===== src/rtl/ca_row_engine.sv =====
// Elementary cellular automaton row engine: advances a WIDTH-cell row one
// generation per clock under a latched 8-bit Wolfram rule, with selectable
// edge handling, a generation budget and optional halt on a fixed point.
module ca_row_engine #(
  parameter int unsigned WIDTH = 8,
  parameter int unsigned GEN_W = 16
) (
  input  logic             clk,
  input  logic             rst,
  input  logic             load,
  input  logic [WIDTH-1:0] load_row,
  input  logic             start,
  input  logic [7:0]       rule,
  input  logic [1:0]       boundary_mode,
  input  logic [GEN_W-1:0] num_gens,
  input  logic             stop_on_stable,
  output logic [WIDTH-1:0] row,
  output logic             busy,
  output logic             done,
  output logic             stable,
  output logic [GEN_W-1:0] gen_count
);

  typedef enum logic [0:0] {StIdle, StRun} state_e;

  state_e           state_q, state_d;
  logic [WIDTH-1:0] row_q, row_d;
  logic [GEN_W-1:0] gen_count_q, gen_count_d;
  logic [GEN_W-1:0] remaining_q, remaining_d;
  logic [7:0]       rule_q, rule_d;
  logic [1:0]       mode_q, mode_d;
  logic             sos_q, sos_d;
  logic             stable_q, stable_d;
  logic             done_q, done_d;

  logic             left_edge, right_edge;
  logic [WIDTH+1:0] ext_row;
  logic [WIDTH-1:0] next_row;
  logic             fixed_point;
  logic             last_gen;

  // Neighbourhood lookup: ext_row[0] is R of cell 0, ext_row[WIDTH+1] is L of the top cell.
  always_comb begin
    left_edge  = 1'b0;
    right_edge = 1'b0;
    case (mode_q)
      2'b01: begin
        left_edge  = 1'b1;
        right_edge = 1'b1;
      end
      2'b10: begin
        left_edge  = row_q[0];
        right_edge = row_q[WIDTH-1];
      end
      2'b11: begin
        left_edge  = row_q[WIDTH-1];
        right_edge = row_q[0];
      end
      default: ;
    endcase
    ext_row = {left_edge, row_q, right_edge};
    for (int i = 0; i < WIDTH; i++) begin
      next_row[i] = rule_q[ext_row[i+2 -: 3]];
    end
  end

  assign fixed_point = sos_q && (next_row == row_q);
  assign last_gen    = (remaining_q == GEN_W'(1));

  // State register.
  always_ff @(posedge clk or posedge rst) begin
    if (rst) begin
      state_q <= StIdle;
    end else begin
      state_q <= state_d;
    end
  end

  // Next-state logic.
  always_comb begin
    state_d = state_q;
    unique case (state_q)
      StIdle: begin
        if (!load && start && (num_gens != '0)) begin
          state_d = StRun;
        end
      end
      StRun: begin
        if (fixed_point || last_gen) begin
          state_d = StIdle;
        end
      end
      default: state_d = StIdle;
    endcase
  end

  // Datapath and flag next values for the current state.
  always_comb begin
    row_d       = row_q;
    gen_count_d = gen_count_q;
    remaining_d = remaining_q;
    rule_d      = rule_q;
    mode_d      = mode_q;
    sos_d       = sos_q;
    stable_d    = stable_q;
    done_d      = 1'b0;
    unique case (state_q)
      StIdle: begin
        if (load) begin
          row_d       = load_row;
          gen_count_d = '0;
          stable_d    = 1'b0;
        end else if (start) begin
          stable_d = 1'b0;
          if (num_gens == '0) begin
            done_d = 1'b1;
          end else begin
            rule_d      = rule;
            mode_d      = boundary_mode;
            sos_d       = stop_on_stable;
            remaining_d = num_gens;
          end
        end
      end
      StRun: begin
        if (fixed_point) begin
          stable_d = 1'b1;
          done_d   = 1'b1;
        end else begin
          row_d       = next_row;
          remaining_d = remaining_q - 1'b1;
          if (gen_count_q != '1) begin
            gen_count_d = gen_count_q + 1'b1;
          end
          if (last_gen) begin
            done_d = 1'b1;
          end
        end
      end
      default: ;
    endcase
  end

  // Datapath registers.
  always_ff @(posedge clk or posedge rst) begin
    if (rst) begin
      row_q       <= '0;
      gen_count_q <= '0;
      remaining_q <= '0;
      rule_q      <= '0;
      mode_q      <= '0;
      sos_q       <= 1'b0;
      stable_q    <= 1'b0;
      done_q      <= 1'b0;
    end else begin
      row_q       <= row_d;
      gen_count_q <= gen_count_d;
      remaining_q <= remaining_d;
      rule_q      <= rule_d;
      mode_q      <= mode_d;
      sos_q       <= sos_d;
      stable_q    <= stable_d;
      done_q      <= done_d;
    end
  end

  assign row       = row_q;
  assign busy      = (state_q == StRun);
  assign done      = done_q;
  assign stable    = stable_q;
  assign gen_count = gen_count_q;

endmodule


===== config.mk =====
export PLATFORM = sky130hd
export DESIGN_NAME = ca_row_engine
export DESIGN_NICKNAME = d
export VERILOG_FILES = /design/src/rtl/ca_row_engine.sv
export SDC_FILE = /design/constraint.sdc
export NUM_CORES = 1
export LEC_CHECK = 0
export ABC_CLOCK_PERIOD_IN_PS = 3100
export BUFFER_PORTS_ARGS = -buffer_cell sky130_fd_sc_hd__buf_2
export CORE_ASPECT_RATIO = 1.25
export CORE_MARGIN = 1.5
export CORE_UTILIZATION = 50
export DETAILED_ROUTE_END_ITERATION = 10
export PLACE_DENSITY = 0.72
export SYNTH_ARGS = -nofsm -noshare
export SYNTH_HDL_FRONTEND = slang
export SYNTH_SLANG_ARGS = --single-unit

===== constraint.sdc =====
create_clock -name clk -period 3.1 [get_ports clk]
set_clock_uncertainty 0.05 [all_clocks]
set_input_delay 0.155 -clock clk [delete_from_list [all_inputs] [get_ports clk]]
set_output_delay 0.155 -clock clk [all_outputs]
set_load 0.02 [all_outputs]

==> results of run 1 <==
==> routing by layer <==
metal  GRT usage, %  share of wire, %  vias to the layer above
met2           48.4                50                      189
met1           35.0                39                     2027
met3           3.77               6.6                       38
met5              0                 0                        -
met4           12.8               3.8                        0
li1               -                 -                     1977
==> power by group <==
group | internal (mW) | leakage, nW | total, mW | switching [mW]
clock | 0.173 | 0.0431 | 0.416 | 0.242
sequential | 1.00 | 0.628 | 1.58 | 0.572
combinational | 1.32 | 1.47 | 2.79 | 1.47
==> registers in the layout, indices dropped and copies added (netlist names) <==
register / count
gen_count: 16
stable: 1
sos_q: 1
done: 1
mode_q: 2
row: 8
rule_q: 8
remaining_q: 16
busy: 1
==> per-stage QoR <==
| stage | power [mW] | utilization (%) | cell area, um2 | instances |
|---|---|---|---|---|
| after detailed placement | 4.30 | 56.7 | 4700 | 641 |
| after CTS | 4.74 | 59.1 | 4890 | 658 |
| after global placement | 4.24 | 56.7 | 4700 | 641 |
| after global routing | 5.15 | 59.2 | 4910 | 658 |
| final | 4.79 | 59.2 | 4910 | 658 |
| after floorplan | 3.55 | - | 4290 | 494 |
==> how the worst min path moves through the flow <==
stage | start | endpoint | slack, ps
floorplan | boundary_mode[0] | mode_q[0] | 210
global placement | rst | rule_q[2] | 200
detailed placement | rst | rule_q[2] | 210
CTS | rule[3] | rule_q[3] | 1
global route | rule[3] | rule_q[3] | 40
finish | rule[3] | rule_q[3] | 3
==> what timing repair did <==
item                                    4_1_cts  5_1_grt
endpoints found under the hold margin        36        0
endpoints found under the setup margin        0        3
resized for setup                             0        1
hold buffers                                 11        0
==> area by class of cell <==
class,instances,area [um2]
repair buffers,101,623
clock buffers,6,82.6
flip-flops and latches,54,1350
fillers,717,3380
well taps,97,121
multi-input cells,377,2640
inverters,23,86.3
==> layout by cell type (no fill, tap or decap), types with 4 or more instances in the layout <==
cell type / n
nor2_1: 23
a32oi_1: 6
and3_1: 14
or3_1: 8
nand2b_1: 10
nor4_1: 6
clkbuf_8: 6
a221oi_1: 4
inv_1: 21
buf_4: 25
mux4_2: 16
a211oi_1: 5
a31oi_1: 6
o21ai_0: 23
a21oi_1: 24
nand3b_1: 4
o31ai_1: 5
nand4_1: 4
o22ai_1: 6
or4_1: 4
dfrtp_1: 54
o21ai_2: 4
nand3_1: 20
and2_1: 4
dlygate4sd3_1: 11
or2_2: 4
buf_2: 65
mux2i_1: 12
nor3_1: 8
o211ai_1: 11
nand2_1: 83
==> critical path, delay by kind of cell, from the launching register on <==
family	cells	cell delay, ps
buffers and inverters	1	220
multiplexers	1	530
flip-flops	1	580
AO/OA/AOI/OAI	3	530
AND/OR/NAND/NOR	2	850
==> cell families after synthesis <==
kind of cell	Yosys count
AOI/OAI and AO/OA	138
buffers and inverters	63
adders and majority gates	3
muxes	31
xor gates and xnor gates	2
DFF	54
and+or+nand+nor	203
==> summary.txt, run 1 <==
IR drop worst, VDD: 456 uV
worst setup path startpoint: row[0]
Primary FF master, synth: dfrtp_1
die width: 85.9 um
Reg2Reg Depth: 7
main combinational cell family by area after synthesis: compound AO/OA/AOI/OAI gates
Post-DRT Antenna Nets: 0
Simple-Gate Fraction of Synth Area: 23.1%
number of inserted diodes: 0
Vias: 4231
Root Buffer: clkbuf_8
post-synthesis mux area share: 12.0%
wire per inst: 18.9 um
post-synth top area cell: dfrtp_1
Yosys top cell area share: 31.5%
Final setup viols: 0
DR vias/cell: 6.43
TNS Setup: 0 ps
Synth warnings: 0
Final Cycle Share: 92.3%
maximum clock frequency: 350 MHz
Async SR Flop Fraction: 100%
DRC: 0
area grow syn2layout: 14.3%
reg-to-reg setup timing slack: 240 ps
Top-Level Pins: 66
Largest stage delay, worst path: 580 ps
Worst setup EP type: register
vias in the first global route: 4072
Slew headroom: 61.4%
Seq cells post-synth: 54
Syn Inst Count: 494
die height: 107 um
antenna violations before repair: 0
CTS H-tree lvls: 2
Least-Margin Pin Slew: 578 ps
critical-path cell list: buf_4 > mux4_2 > o22ai_1 > a2111oi_4 > and3_4 > or4_1 > o311ai_1
RSZ-0062 raised after global routing: no
Worst-Skew Late Latency: 320 ps
Post-DP HPWL: 8.95 mm
Syn Std Cell Area: 0.00429 mm2
CP Launch Type: register
Netlist cell types: 74
pin count of the biggest net entering global routing: 29
min cycle time layout: 2860 ps
Initial DRC Count: 241
CTS tree: built
final worst slack: 239 ps
Leak Pwr: 2.14 nW
CTS sink count: 54
PD cells: 975 mW/mm2
FF-to-FF End: gen_count[11]
Final Hold Vio Count: 0
compound-gate portion of the synthesized area: 24.8%
First-pass DRT Iterations: 5
critical path capture point: gen_count[11]
Critical R2R Launch: row[0]
Post-synth EDFFs: 0
GRT Total Usage: 28.2%
Slew Limit Fails: 0
total CTS buffers: 5
clk buf depth: 2
Max Cap Viol: 0
min-delay worst type: primary input to register
die area: 0.00915 mm2
post-CTS setup buffer count: 0
Data required, critical path: 3280 ps
adder-cell share of the synthesized area: 0.874%
first-pass GRT wire length: 20.3 mm
DP Worst Slack: 192 ps
initial core utilization: 51.8%
most common cell in the netlist: nand2_1
Post-Syn Nets: 536
arrival time worst endpoint: 3040 ps
WL final: 12.4 mm
share of cells above drive strength 1: 26.2%
post-synthesis average cell area: 8.69 um2
Rows: 37
RD Place Congestion: 0.946
post-synthesis xor/xnor area fraction: 0.408%
synth cell count leaders: 83 x nand2_1, 54 x dfrtp_1, 24 x a21oi_1
CP max FO: 25
largest cells by area after synthesis: dfrtp_1 31%, mux4_2 8.4%, nand2_1 7.3%
slowest cell on the critical path: dfrtp_1
Overflow after GRT: 0
fin nets: 604
final hold slack: 3.31 ps
Hold Crit Depth: 3
port buffer count: 65
sequential share of the synthesized area: 31.5%
core area: 0.00829 mm2
WS Path Type: register to register
run status: finished clean
Reg clk slew, reported paths: 100 ps
No activity file was read; power rests on OpenSTA's default activity.
==> inputs of run 2 (changes only) <==
ABC_CLOCK_PERIOD_IN_PS = 2790   (was 3100)
GPL_TIMING_DRIVEN = 0   (was not set)
clock period = 2.79 ns   (was 3.1 ns; I/O delays follow)
==> run 2 against run 1 <==
  * The flow now finishes with violations (setup timing)
  * Register-to-register slack worse by 250 ps
  * Sequential share of layout area down 1.8 points
  * Largest power group unchanged
  * Die area unchanged
  * Sequential power about the same
  * Global-route usage up 1.8 points
  * Wire length up 8.6%
  * Utilization up 4.3 points
  * Non-clock buffer count up 29
  * Worst hold slack better by 37 ps
  * Via count up 4.7%
  * Power up 20%
  * Critical path depth up 4
==> summary.txt, run 2 (synthesized netlist as in run 1, its figures left out) <==
run status: finished, violations left
failing checks: setup timing
slowest cell on the critical path: mux4_2
First-pass DRT Iterations: 5
CTS tree: built
Critical R2R Launch: rule_q[4]
wire per inst: 19.6 um
worst setup path startpoint: rule_q[4]
Vias: 4429
Largest stage delay, worst path: 480 ps
arrival time worst endpoint: 2960 ps
post-route cell area: 0.00526 mm2
Final Hold Vio Count: 0
first-pass GRT wire length: 21.7 mm
Data required, critical path: 2960 ps
area grow syn2layout: 22.6%
RD Place Congestion: 0.970
Post-DP Area: 0.00476 mm2
maximum clock frequency: 357 MHz
Switching Share: 47.4%
FF-to-FF End: gen_count[10]
min-delay worst type: primary input to register
die height: 107 um
initial core utilization: 51.8%
Leak Pwr: 2.28 nW
vias in the first global route: 4297
pin count of the biggest net entering global routing: 40
DRC: 0
clk buf depth: 2
total CTS buffers: 5
Slew headroom: 47.6%
critical path capture point: gen_count[10]
reg-to-reg setup timing slack: -8 ps
clock power share: 9.7%
IR drop worst, VDD: 565 uV
Top-Level Pins: 66
GRT Total Usage: 29.9%
Overflow after GRT: 0
final worst slack: -8.43 ps
DP Cell Count: 657
DR vias/cell: 6.43
CP max FO: 6
Post-DRT Antenna Nets: 0
PD cells: 1090 mW/mm2
min cycle time layout: 2800 ps
Int Power: 3.02 mW
RSZ-0062 raised after global routing: yes
Final Cycle Share: 100%
Initial DRC Count: 321
number of inserted diodes: 0
Root Buffer: clkbuf_8
Reg clk slew, reported paths: 110 ps
Reg2Reg Depth: 11
CTS H-tree lvls: 2
Power Total: 5.75 mW
share of cells above drive strength 1: 28.9%
Rows: 37
CTS sink count: 54
Post-DP HPWL: 9.58 mm
antenna violations before repair: 0
critical-path cell list: buf_4 > mux4_2 > nand2b_4 > o2111ai_4 > a2111oi_4 > buf_4 > and3_4 > buf_12 > buf_12 > nor2_4 > o22a_1
Max Cap Viol: 0
die area: 0.00915 mm2
port buffer count: 65
Non-Filler Instances: 689
Worst setup EP type: register
Filler cells: 705
Worst-Skew Late Latency: 320 ps
WL final: 13.5 mm
fin nets: 633
Least-Margin Pin Slew: 786 ps
die width: 85.9 um
Gate power share: 63.3%
P_sw: 2.72 mW
core area: 0.00829 mm2
WS Path Type: register to register
sequential share of power: 27.0%
Final setup viols: 1
CP Launch Type: register
most common cell after layout, fill and taps aside: nand2_1
Slew Limit Fails: 0
most frequent cells in the layout: 83 x nand2_1, 71 x buf_2, 53 x dfrtp_1
==> run 2: changes by cell type in the layout (fill, tap and decap cells not counted), sizes merged <==
| cell | previous run | this run |
|---|---|---|
| clkbuf | 6 | 30 |
| buf | 90 | 94 |
| bufinv | 0 | 1 |
| clkinvlp | 0 | 1 |
| dlygate4sd3 | 11 | 12 |
==> run 2: per-stage QoR <==
step	TNS [ps]	worst slack, ps	hold slack (ps)	utilization, %
finish	-8.43	-8.43	40.4	63.5
global placement	-2920	-216	281	57.2
detailed placement	-4520	-298	90.0	57.4
floorplan	0	182	195	-
global route	-707	-65.7	43.8	63.5
CTS	0	3.87	34.8	60.5
==> run 2: area by class of cell <==
type | count | area, um2 | area share (%)
Timing Repair Buffer | 91 | 598 | 11.4
Tap cell | 97 | 121 | 2.31
Sequential cell | 54 | 1350 | 25.7
Inverter | 23 | 86.3 | 1.64
Buffer | 39 | 255 | 4.85
Clock inverter | 2 | 37.5 | 0.713
Multi-Input combinational cell | 377 | 2740 | 52.0
Clock buffer | 6 | 72.6 | 1.38
==> run 2: how the worst min path moves through the flow <==
stage,startpoint,end,slack (ps),cells past startpoint
4_1_cts,num_gens[9],remaining_q[9],30,3
5_1_grt,num_gens[9],remaining_q[9],40,3
2_1_floorplan,boundary_mode[0],mode_q[0],190,2
6_report,num_gens[9],remaining_q[9],40,3
3_5_place_dp,rst,mode_q[0],90,2
3_3_place_gp,stop_on_stable,sos_q,280,3
==> run 2: critical path: cells and delay by family, from the launching register on <==
family	cells	cell delay (ps)
AO/OA/AOI/OAI	3	740
buffers and inverters	4	610
multiplexers	1	480
flip-flops	1	450
AND/OR/NAND/NOR	3	360
==> run 2: routing by layer <==
| metal | up-vias | track usage, % | share of wire [%] |
|---|---|---|---|
| met5 | - | 0 | 0 |
| met4 | 0 | 16.5 | 4.2 |
| met3 | 45 | 3.85 | 6.5 |
| met2 | 217 | 50.1 | 51 |
| met1 | 2123 | 37.3 | 38 |
| li1 | 2044 | - | - |
==> run 2: what timing repair did <==
action | 4_1_cts | 5_1_grt
pin swaps | 1 | 16
buffers inserted | 0 | 11
gates resized for setup | 6 | 38
endpoints found under the setup margin | 40 | 33
endpoints found under the hold margin | 26 | 0
hold buffers | 12 | 0
cloned | 0 | 2
==> run 2: power groups by stage <==
stage	Combinational (mW)	Clock, mW	Sequential (mW)
after floorplan	2.33	0	1.62
after global placement	3.18	0	1.52
after detailed placement	3.24	0	1.54
after CTS	3.32	0.572	1.53
after global routing	3.92	0.591	1.60
final	3.64	0.556	1.55
==> inputs of run 3 (changes only) <==
ABC_CLOCK_PERIOD_IN_PS = not set   (was 2790)
CORE_UTILIZATION = 40   (was 50)
GPL_ROUTABILITY_DRIVEN = 0   (was not set)
PLACE_DENSITY = not set   (was 0.72)
==> run 3 against run 2 <==
  * The flow finishes with violations (hold timing)
  * Via count shrank 1.3%
  * Global-route usage shrank 4.1 points
  * Non-clock buffer count shrank 6
  * Clock power grew 12%
  * Utilization shrank 14 points
  * Sequential share of layout area grew 0.092 points
  * Critical path depth shrank 1
  * Sequential power is essentially flat
  * First-iteration DRC count shrank 37%
  * Highest routed layer unchanged
==> summary.txt, run 3 (synthesized netlist as in run 1, its figures left out) <==
min-delay worst type: primary input to register
post-layout util: 49.9%
CP Launch Type: register
die area: 0.0114 mm2
RSZ-0062 raised after global routing: yes
failing checks: hold timing
core area: 0.0105 mm2
hold path startpoint: rule[3]
Non-Filler Instances: 717
CP max FO: 10
Filler cells: 1051
final hold slack: -2.18 ps
worst setup path startpoint: rule_q[5]
PD cells: 1090 mW/mm2
fin nets: 627
Post-DP Area: 0.00480 mm2
WL final: 14.3 mm
DR vias/cell: 6.10
Slew headroom: 45.0%
WS Path Type: register to register
Worst setup EP type: register
wire per inst: 19.9 um
Final setup viols: 0
number of inserted diodes: 0
area grow syn2layout: 22.2%
vias in the first global route: 4388
CTS sink count: 54
CTS H-tree lvls: 2
Critical R2R Launch: rule_q[5]
Rows: 42
IR drop worst, VDD: 475 uV
clk buf depth: 2
Final Hold Vio Count: 2
die height: 119 um
First-pass DRT Iterations: 5
Final Cycle Share: 97.7%
die width: 95.7 um
post-route cell area: 0.00524 mm2
Slew Limit Fails: 0
CTS tree: built
Least-Margin Pin Slew: 825 ps
share of cells above drive strength 1: 28.4%
Root Buffer: clkbuf_16
Data required, critical path: 2920 ps
run status: finished, violations left
GRT Total Usage: 25.8%
first-pass GRT wire length: 22.8 mm
initial core utilization: 40.8%
Initial DRC Count: 201
Top-Level Pins: 66
maximum clock frequency: 367 MHz
Overflow after GRT: 0
port buffer count: 65
most common cell after layout, fill and taps aside: nand2_1
total CTS buffers: 5
Leak Pwr: 2.26 nW
arrival time worst endpoint: 2860 ps
most frequent cells in the layout: 83 x nand2_1, 72 x buf_2, 53 x dfrtp_1
Max Cap Viol: 0
DRC: 0
Reg clk slew, reported paths: 70 ps
Post-DRT Antenna Nets: 0
min cycle time layout: 2720 ps
Post-DP HPWL: 10.3 mm
Vias: 4373
antenna violations before repair: 0
pin count of the biggest net entering global routing: 31
Worst-Skew Late Latency: 300 ps
DP Cell Count: 692
[run 3: changes by cell type in the layout (fill, tap and decap cells not counted), moves of 2 or more]
cell,previous run,this run
buf_6,2,5
clkbuf_8,5,0
buf_4,17,13
nand3_1,17,19
o31ai_4,2,0
clkbuf_16,2,7
dlygate4sd3_1,12,7
o311ai_0,0,2
o31ai_2,1,3
nand3_2,3,1
[run 3: critical path, cell delays in order (launching register included)]
cell and delay (ps):
dfrtp_1 400, buf_6 150, mux4_2 500, nand2_4 100
o2111ai_4 120, a2111oi_4 470, and3_4 320, buf_12 140
buf_12 130, nor2_4 30, o22a_1 190
[run 3: timing repair]
| action | 4_1_cts | 5_1_grt |
|---|---|---|
| endpoints found under the setup margin | 41 | 39 |
| resized for setup | 9 | 29 |
| hold buffers | 7 | 0 |
| gates cloned | 0 | 2 |
| setup buffers | 0 | 10 |
| pin swaps | 1 | 9 |
| endpoints found under the hold margin | 30 | 0 |
[run 3: final cells by class]
class / count / area (um2) / share of cell area, %
flip-flops and latches: 54 / 1350 / 25.8
clock buffers: 7 / 133 / 2.53
multi-input cells: 377 / 2700 / 51.5
plain buffers: 39 / 265 / 5.06
inverters: 23 / 86.3 / 1.65
repair buffers: 85 / 541 / 10.3
well taps: 132 / 165 / 3.15
[run 3: path summary, 6_finish.rpt]
path | to | slack [ps] | cells past startpoint
min in group asynchronous | rule_q[4] | 410 | 3
worst min register to register | gen_count[12] | 480 | 1
worst max register to register | gen_count[10] | 70 | 10
max in group asynchronous | remaining_q[9] | 1680 | 4
worst max-delay path | gen_count[10] | 70 | 10
worst min-delay path | rule_q[3] | -2 | 3
[run 3: metrics by stage]
| step | total power, mW | setup slack, ps | TNS [ps] |
|---|---|---|---|
| after global routing | 6.13 | -24.5 | -52.6 |
| after global placement | 4.75 | -225 | -3630 |
| after floorplan | 3.94 | 182 | 0 |
| final | 5.74 | 65.5 | 0 |
| after detailed placement | 4.82 | -299 | -5770 |
| after CTS | 5.51 | 3.72 | 0 |
[run 3: routing by layer]
| metal | GRT usage, % | vias to the layer above | routed length, um |
|---|---|---|---|
| met5 | 0 | - | 0 |
| met4 | 9.28 | 0 | 398 |
| met3 | 3.32 | 30 | 813 |
| met2 | 44.8 | 185 | 7370 |
| met1 | 32.0 | 2131 | 5690 |
| li1 | - | 2027 | - |
[run 3: where the power goes]
part           leakage (nW)  total, mW  internal, mW  switching (mW)
Combinational          1.57       3.55          1.59            1.96
Sequential            0.627       1.57          1.12           0.443
Clock                0.0640      0.622         0.330           0.291
